### config.mk
export PLATFORM = sky130hd
export DESIGN_NAME = gray_conv_arb_flat
export DESIGN_NICKNAME = d
export VERILOG_FILES = /design/src/rtl/gray_conv_arb_pkg.sv /design/src/rtl/gray_conv_arb_if.sv /design/src/rtl/gray_tag_pipe.sv /design/src/rtl/gray_conv_arb.sv /design/src/flat_wrapper.sv
export SDC_FILE = /design/constraint.sdc
export NUM_CORES = 1
export LEC_CHECK = 0
export CAP_MARGIN = 20
export CELL_PAD_IN_SITES_DETAIL_PLACEMENT = 2
export CELL_PAD_IN_SITES_GLOBAL_PLACEMENT = 2
export CORE_UTILIZATION = 27
export CTS_CLUSTER_SIZE = 28
export DETAILED_ROUTE_END_ITERATION = 10
export GPL_ROUTABILITY_DRIVEN = 0
export GPL_TIMING_DRIVEN = 1
export PLACE_DENSITY = 0.76
export SLEW_MARGIN = 20
export SYNTH_ARGS = -nofsm -noshare
export SYNTH_HDL_FRONTEND = slang
export SYNTH_HIERARCHICAL = 1
export SYNTH_SLANG_ARGS = --single-unit
### constraint.sdc
create_clock -name clk -period 3 [get_ports clk]
set_input_delay 0.6 -clock clk [delete_from_list [all_inputs] [get_ports clk]]
set_output_delay 0.6 -clock clk [all_outputs]
set_load 0.01 [all_outputs]
### src/rtl/gray_conv_arb_pkg.sv
// rtl/gray_conv_arb_pkg.sv - shared types and widths for the gray converter arbiter
package gray_conv_arb_pkg;

    localparam int PIX_W  = 16;
    localparam int GRAY_W = 8;
    localparam int SRC_W  = 1;

    typedef enum logic [1:0] {
        ARB_IDLE   = 2'd0,
        ARB_GRANT0 = 2'd1,
        ARB_GRANT1 = 2'd2
    } arb_state_t;

endpackage

### src/rtl/gray_conv_arb_if.sv
// rtl/gray_conv_arb_if.sv - source, converter and gray result signals of the arbiter
// px_cnt0/px_cnt1/stats_clr exist only when GRAY_CONV_ARB_STATS_EN is defined.
interface gray_conv_arb_if;
    import gray_conv_arb_pkg::*;

    logic [PIX_W-1:0]  s0_pix;
    logic              s0_valid;
    logic              s0_eol;
    logic              s0_ready;
    logic [PIX_W-1:0]  s1_pix;
    logic              s1_valid;
    logic              s1_eol;
    logic              s1_ready;
    logic [PIX_W-1:0]  conv_rgb565;
    logic              conv_valid;
    logic [GRAY_W-1:0] conv_gray;
    logic              conv_gray_valid;
    logic [GRAY_W-1:0] gray_out;
    logic [SRC_W-1:0]  gray_src;
    logic              gray_valid;
    logic              busy;
`ifdef GRAY_CONV_ARB_STATS_EN
    logic [31:0]       px_cnt0;
    logic [31:0]       px_cnt1;
    logic              stats_clr;
`endif

    // slave: the arbiter itself; master: capture front-ends, converter and sink
    modport slave (
        input  s0_pix, s0_valid, s0_eol,
        input  s1_pix, s1_valid, s1_eol,
        input  conv_gray, conv_gray_valid,
        output s0_ready, s1_ready,
        output conv_rgb565, conv_valid,
        output gray_out, gray_src, gray_valid, busy
`ifdef GRAY_CONV_ARB_STATS_EN
        ,
        input  stats_clr,
        output px_cnt0, px_cnt1
`endif
    );

    modport master (
        output s0_pix, s0_valid, s0_eol,
        output s1_pix, s1_valid, s1_eol,
        output conv_gray, conv_gray_valid,
        input  s0_ready, s1_ready,
        input  conv_rgb565, conv_valid,
        input  gray_out, gray_src, gray_valid, busy
`ifdef GRAY_CONV_ARB_STATS_EN
        ,
        output stats_clr,
        input  px_cnt0, px_cnt1
`endif
    );

endinterface

### src/rtl/gray_tag_pipe.sv
// rtl/gray_tag_pipe.sv - LAT-deep valid/source-tag delay line matching the converter latency
module gray_tag_pipe
    import gray_conv_arb_pkg::*;
#(
    parameter int LAT = 1
) (
    input  logic             clk,
    input  logic             rst_n,
    input  logic             in_valid,
    input  logic [SRC_W-1:0] in_tag,
    output logic             out_valid,
    output logic [SRC_W-1:0] out_tag
);

    logic [LAT-1:0]   v_sr;
    logic [SRC_W-1:0] t_sr [LAT];

    always_ff @(posedge clk or negedge rst_n) begin
        if (!rst_n) begin
            v_sr <= '0;
            for (int i = 0; i < LAT; i++) begin
                t_sr[i] <= '0;
            end
        end else begin
            v_sr[0] <= in_valid;
            t_sr[0] <= in_tag;
            for (int i = 1; i < LAT; i++) begin
                v_sr[i] <= v_sr[i-1];
                t_sr[i] <= t_sr[i-1];
            end
        end
    end

    assign out_valid = v_sr[LAT-1];
    assign out_tag   = t_sr[LAT-1];

endmodule

### src/rtl/gray_conv_arb.sv
// rtl/gray_conv_arb.sv - round-robin line-burst arbiter sharing one RGB565-to-gray converter
// Optional per-source transfer counters: define GRAY_CONV_ARB_STATS_EN.
module gray_conv_arb
    import gray_conv_arb_pkg::*;
#(
    parameter int BURST_MAX = 1024,
    parameter int GAP_MAX   = 15,
    parameter int CONV_LAT  = 1
) (
    input  logic           clk,
    input  logic           rst_n,
    gray_conv_arb_if.slave bus
);

    localparam int GAP_W = $clog2(GAP_MAX + 1) + 1;

    arb_state_t       state;
    logic             last_grant;
    logic [16:0]      beat_cnt;
    logic [GAP_W-1:0] gap_cnt;
    logic [SRC_W-1:0] conv_src;
    logic             tag_valid;
    logic [SRC_W-1:0] tag_src;

    logic             granted;
    logic             cur_valid;
    logic             cur_eol;
    logic             oth_valid;
    logic             xfer0;
    logic             xfer1;
    logic             xfer;
    logic [16:0]      beat_nxt;
    logic [GAP_W-1:0] gap_nxt;
    logic             beat_hit;
    logic             gap_hit;
    logic             burst_end;

    // ready is a pure decode of the state register, never of the incoming valid
    assign bus.s0_ready = (state == ARB_GRANT0);
    assign bus.s1_ready = (state == ARB_GRANT1);
    assign granted      = (state == ARB_GRANT0) || (state == ARB_GRANT1);
    assign bus.busy     = granted;

    assign cur_valid = (state == ARB_GRANT1) ? bus.s1_valid : bus.s0_valid;
    assign cur_eol   = (state == ARB_GRANT1) ? bus.s1_eol   : bus.s0_eol;
    assign oth_valid = (state == ARB_GRANT1) ? bus.s0_valid : bus.s1_valid;

    assign xfer0 = bus.s0_valid && (state == ARB_GRANT0);
    assign xfer1 = bus.s1_valid && (state == ARB_GRANT1);
    assign xfer  = xfer0 || xfer1;

    assign beat_nxt  = beat_cnt + 17'd1;
    assign gap_nxt   = gap_cnt + GAP_W'(1);
    assign beat_hit  = xfer && (beat_nxt == 17'(BURST_MAX));
    assign gap_hit   = granted && !cur_valid && (gap_nxt == GAP_W'(GAP_MAX));
    assign burst_end = granted && ((xfer && cur_eol) || beat_hit || gap_hit);

    always_ff @(posedge clk or negedge rst_n) begin
        if (!rst_n) begin
            state      <= ARB_IDLE;
            last_grant <= 1'b1;
            beat_cnt   <= '0;
            gap_cnt    <= '0;
        end else begin
            case (state)
                ARB_IDLE: begin
                    if (bus.s0_valid && (!bus.s1_valid || last_grant)) begin
                        state <= ARB_GRANT0;
                    end else if (bus.s1_valid) begin
                        state <= ARB_GRANT1;
                    end
                end
                ARB_GRANT0, ARB_GRANT1: begin
                    if (burst_end) begin
                        last_grant <= (state == ARB_GRANT1);
                        beat_cnt   <= '0;
                        gap_cnt    <= '0;
                        // a waiting peer takes over on the very next cycle
                        if (oth_valid) begin
                            state <= (state == ARB_GRANT0) ? ARB_GRANT1 : ARB_GRANT0;
                        end else if (!cur_valid) begin
                            state <= ARB_IDLE;
                        end
                    end else if (xfer) begin
                        beat_cnt <= beat_nxt;
                        gap_cnt  <= '0;
                    end else begin
                        gap_cnt <= gap_nxt;
                    end
                end
                default: state <= ARB_IDLE;
            endcase
        end
    end

    always_ff @(posedge clk or negedge rst_n) begin
        if (!rst_n) begin
            bus.conv_rgb565 <= '0;
            bus.conv_valid  <= 1'b0;
            conv_src        <= '0;
            bus.gray_out    <= '0;
            bus.gray_src    <= '0;
            bus.gray_valid  <= 1'b0;
        end else begin
            bus.conv_valid <= xfer;
            if (xfer) begin
                bus.conv_rgb565 <= xfer1 ? bus.s1_pix : bus.s0_pix;
                conv_src        <= SRC_W'(xfer1);
            end
            bus.gray_out   <= bus.conv_gray;
            bus.gray_valid <= bus.conv_gray_valid;
            // an untagged converter result is passed through with source 0
            bus.gray_src   <= tag_valid ? tag_src : '0;
        end
    end

    gray_tag_pipe #(
        .LAT (CONV_LAT)
    ) u_tag_pipe (
        .clk       (clk),
        .rst_n     (rst_n),
        .in_valid  (bus.conv_valid),
        .in_tag    (conv_src),
        .out_valid (tag_valid),
        .out_tag   (tag_src)
    );

`ifdef GRAY_CONV_ARB_STATS_EN
    always_ff @(posedge clk or negedge rst_n) begin
        if (!rst_n) begin
            bus.px_cnt0 <= '0;
            bus.px_cnt1 <= '0;
        end else if (bus.stats_clr) begin
            bus.px_cnt0 <= '0;
            bus.px_cnt1 <= '0;
        end else begin
            if (xfer0) begin
                bus.px_cnt0 <= bus.px_cnt0 + 32'd1;
            end
            if (xfer1) begin
                bus.px_cnt1 <= bus.px_cnt1 + 32'd1;
            end
        end
    end
`endif

endmodule

### src/flat_wrapper.sv
// flat-port wrapper written by rule: the top's interface ports become plain ports
module gray_conv_arb_flat import gray_conv_arb_pkg::*;
#(
    parameter int BURST_MAX = 1024,
    parameter int GAP_MAX   = 15,
    parameter int CONV_LAT  = 1
)
  (clk, rst_n, bus_s0_pix, bus_s0_valid, bus_s0_eol, bus_s1_pix, bus_s1_valid, bus_s1_eol, bus_conv_gray, bus_conv_gray_valid, bus_s0_ready, bus_s1_ready, bus_conv_rgb565, bus_conv_valid, bus_gray_out, bus_gray_src, bus_gray_valid, bus_busy);
  gray_conv_arb_if bus_i ();
  input  logic clk;
  input  logic rst_n;
  input wire logic [$bits(bus_i.s0_pix)-1:0] bus_s0_pix;
  input wire logic [$bits(bus_i.s0_valid)-1:0] bus_s0_valid;
  input wire logic [$bits(bus_i.s0_eol)-1:0] bus_s0_eol;
  input wire logic [$bits(bus_i.s1_pix)-1:0] bus_s1_pix;
  input wire logic [$bits(bus_i.s1_valid)-1:0] bus_s1_valid;
  input wire logic [$bits(bus_i.s1_eol)-1:0] bus_s1_eol;
  input wire logic [$bits(bus_i.conv_gray)-1:0] bus_conv_gray;
  input wire logic [$bits(bus_i.conv_gray_valid)-1:0] bus_conv_gray_valid;
  output wire logic [$bits(bus_i.s0_ready)-1:0] bus_s0_ready;
  output wire logic [$bits(bus_i.s1_ready)-1:0] bus_s1_ready;
  output wire logic [$bits(bus_i.conv_rgb565)-1:0] bus_conv_rgb565;
  output wire logic [$bits(bus_i.conv_valid)-1:0] bus_conv_valid;
  output wire logic [$bits(bus_i.gray_out)-1:0] bus_gray_out;
  output wire logic [$bits(bus_i.gray_src)-1:0] bus_gray_src;
  output wire logic [$bits(bus_i.gray_valid)-1:0] bus_gray_valid;
  output wire logic [$bits(bus_i.busy)-1:0] bus_busy;
  assign bus_i.s0_pix = bus_s0_pix;
  assign bus_i.s0_valid = bus_s0_valid;
  assign bus_i.s0_eol = bus_s0_eol;
  assign bus_i.s1_pix = bus_s1_pix;
  assign bus_i.s1_valid = bus_s1_valid;
  assign bus_i.s1_eol = bus_s1_eol;
  assign bus_i.conv_gray = bus_conv_gray;
  assign bus_i.conv_gray_valid = bus_conv_gray_valid;
  assign bus_s0_ready = bus_i.s0_ready;
  assign bus_s1_ready = bus_i.s1_ready;
  assign bus_conv_rgb565 = bus_i.conv_rgb565;
  assign bus_conv_valid = bus_i.conv_valid;
  assign bus_gray_out = bus_i.gray_out;
  assign bus_gray_src = bus_i.gray_src;
  assign bus_gray_valid = bus_i.gray_valid;
  assign bus_busy = bus_i.busy;
  gray_conv_arb #(.BURST_MAX(BURST_MAX), .GAP_MAX(GAP_MAX), .CONV_LAT(CONV_LAT)) u_core (.clk(clk), .rst_n(rst_n), .bus(bus_i));
endmodule
==> metrics.txt <==
Sequential Power Share=0.324; kind of capture point of the worst setup path=flop; main flop type after synthesis=dfrtp_1; Sw Pwr=1.54 mW; Synth area leader=dfrtp_1; hold_buf cts=0; Critical Path Start Type=flop; Post-synth ARST share=1.00; Post-synth EDFFs=0; path category of the worst min-delay check=in -> async; total core area=11000 um^2; worst vdd ir=469 uV; dpl hpwl=8270 um; Leak=1.82 nW; Initial Util=0.282; final worst path period need=2.84 ns; Clock Path Buffers=2; sequential fraction of the synthesis area=0.445; # diodes=0; dpl cells=542; Synth area leaders=dfrtp_1 44%, mux2i_1 7.1%, o21ai_0 5.2%; CTS buffer count=5; Max transition margin=0.522; Fmax=352 MHz; Pwr Total=between 3 and 4 mW; CP arrival=3.06 ns; setup TNS=0 ns; later-pin clock latency in the skew report=about 0.30 ns; WL final=10700 um; most common cell after layout, fill and taps aside=clkdlybuf4s50_1; Post-Syn Nets=372; Slew @ Worst Pin=0.717 ns; Avg Cell Area, Syn=9.76 um^2; design area=about 4300 um^2; Yosys warning total=6; synthesized instance count=about 320; Ports=77; Placement Cell Area=between 4000 and 5000 um^2; Max-Cap Viols=0; power density over the cells=slightly below 900 nW/um^2; Pint=2.21 mW; layout cell share with drive strength beyond 1=0.139; initial antenna violation count=0; Gate power share=0.508; first-pass GRT wire length=about 17000 um; wire length on met2=5750 um; DR WL/cell=19.4 um; postcts setup bufs=0; TritonCTS clock tree=yes; Clock transition at path regs=0.08 ns; Clock power frac=0.169; H-Tree Depth=2; setup violators final=0; GRT Resource Usage Total=0.193; Die W=109 um; Synth cell types=between 50 and 60; area delta synth->final=37.6%; non-filler cells, final=550; cell area after synthesis=3090 um^2; port bufs=76; Die ar.=around 12000 um^2; Detail Route Antenna Nets=0; RSZ-0062 raised after global routing=false; cts repair resizes=0; switching share of power=0.411; # DRC=0; clock sink count=55; top layer in use=met4; number of synthesized register bits=55; status=complete, no violations; Die Span Y=~110 um; vias in the first global route=between 3000 and 4000; most frequent cells in the layout=75 x clkdlybuf4s50_1, 54 x dfrtp_1, 42 x nand2_1, 32 x o21ai_0, 27 x buf_4; vias=2821; crit path kind=reg -> reg; Layout Skew=0.00673 ns; global route overflow=0; vias per inst=5.13; Rows=38; Met3 Wirelength=approximately 220 um; Synth top area share=0.437; CP Data Required Time=3.22 ns; First-pass DRT Iterations=4; largest net degree at the start of global routing=34; Iteration-0 DRC Markers=about 130; Max Slew Vio Count=0; crit path max fanout=17; Total Nets Final=about 460; Root Buffer=clkbuf_16; metal1 wirelength=4530 um; fin crit share=0.946; final hold violations=0
[worst paths after layout]
kind	cells after the start	to	start	slack (ns)
worst min-delay path	1	u_core/bus.conv_rgb565[9]	rst_n	0.35
min in group clk	0	u_core/u_tag_pipe/out_valid	u_core/bus.conv_valid	0.40
worst min register to register	0	u_core/u_tag_pipe/out_valid	u_core/bus.conv_valid	0.40
worst max-delay path	10	u_core/beat_cnt[0]	u_core/beat_cnt[3]	0.16
worst max register to register	10	u_core/beat_cnt[0]	u_core/beat_cnt[3]	0.16
max in group asynchronous	2	u_core/last_grant	rst_n	1.90
[area by class of cell]
| class | count | area [um^2] |
|---|---|---|
| Inverter | 14 | 52.6 |
| Sequential cell | 55 | 1380 |
| Clock buffer | 6 | 139 |
| Fill cell | 1232 | 6730 |
| Multi-Input combinational cell | 230 | 1530 |
| Tap cell | 140 | 175 |
| Timing Repair Buffer | 103 | 958 |
| Clock inverter | 2 | 20.0 |
[through the flow]
step	hold WS, ns	utilization	setup WS, ns
finish	0.348	0.387	0.161
global route	0.387	0.387	0.00985
CTS	0.367	0.387	0.168
detailed placement	0.372	0.373	0.0329
global placement	0.364	0.373	0.143
floorplan	0.304	-	0.0576
[synthesized netlist by cell type, drive strengths merged, types with 2 or more instances]
| library cell | n |
|---|---|
| dfrtp | 54 |
| nand2 | 42 |
| o21ai | 32 |
| mux2i | 22 |
| nand3 | 17 |
| inv | 13 |
| nor2 | 12 |
| buf | 11 |
| nor3 | 11 |
| a21oi | 9 |
| nor4 | 9 |
| ha | 8 |
| clkbuf | 7 |
| nand4 | 7 |
| a31oi | 6 |
| mux2 | 5 |
| a21o | 4 |
| and2 | 4 |
| o211ai | 4 |
| a211oi | 3 |
| a32o | 3 |
| nor2b | 3 |
| a21boi | 2 |
| and3 | 2 |
| and4 | 2 |
| nand3b | 2 |
| o2bb2ai | 2 |
| or4 | 2 |
| xor2 | 2 |
[routing by layer]
| metal | global-route usage | vias up |
|---|---|---|
| met1 | 0.225 | 1448 |
| met4 | 0.0550 | 0 |
| met3 | 0.0245 | 10 |
| met5 | 0 | - |
| li1 | - | 1326 |
| met2 | 0.364 | 37 |
[critical path: stages, from the launching register on]
cell and delay [ns]:
dfrtp_1 0.41, buf_4 0.20, and4_4 0.28, nand3_1 0.14
a2111oi_0 0.62, buf_4 0.22, nor4_2 0.06, a211oi_4 0.28
buf_4 0.28, nand2_1 0.10, o21ai_0 0.17
[flip-flops by register name, indices dropped and copies added (netlist names)]
signal	count
u_core/bus.gray_valid	1
u_core/bus.gray_src	1
u_core/gap_cnt	5
u_core/bus.conv_rgb565	16
u_core/beat_cnt	17
u_core/conv_src	1
u_core/u_tag_pipe/out_valid	1
u_core/last_grant	1
u_core/bus.gray_out	8
u_core/u_tag_pipe/out_tag	1
u_core/state	2
u_core/bus.conv_valid	1
[power by group through the flow]
stage | registers (mW) | clock network, mW | logic [mW]
finish | 1.22 | 0.632 | 1.91
global route | 1.25 | 0.678 | 2.09
CTS | 1.22 | 0.657 | 1.94
detailed placement | 1.23 | 0 | 1.93
global placement | 1.20 | 0 | 1.84
floorplan | 1.24 | 0 | 1.05
[kinds of logic (layout without fill, tap and decap cells)]
| logic type | after synthesis | count (layout) | synth area share |
|---|---|---|---|
| fa+ha+maj | 8 | 8 | 0.0324 |
| mux | 27 | 27 | 0.0918 |
| buf+inv | 32 | 125 | 0.0591 |
| flops | 55 | 55 | 0.445 |
| compound gates | 73 | 73 | 0.152 |
| simple gates | 119 | 119 | 0.211 |
| xor+xnor | 3 | 3 | 0.00850 |
No activity file was read; power rests on OpenSTA's default activity.
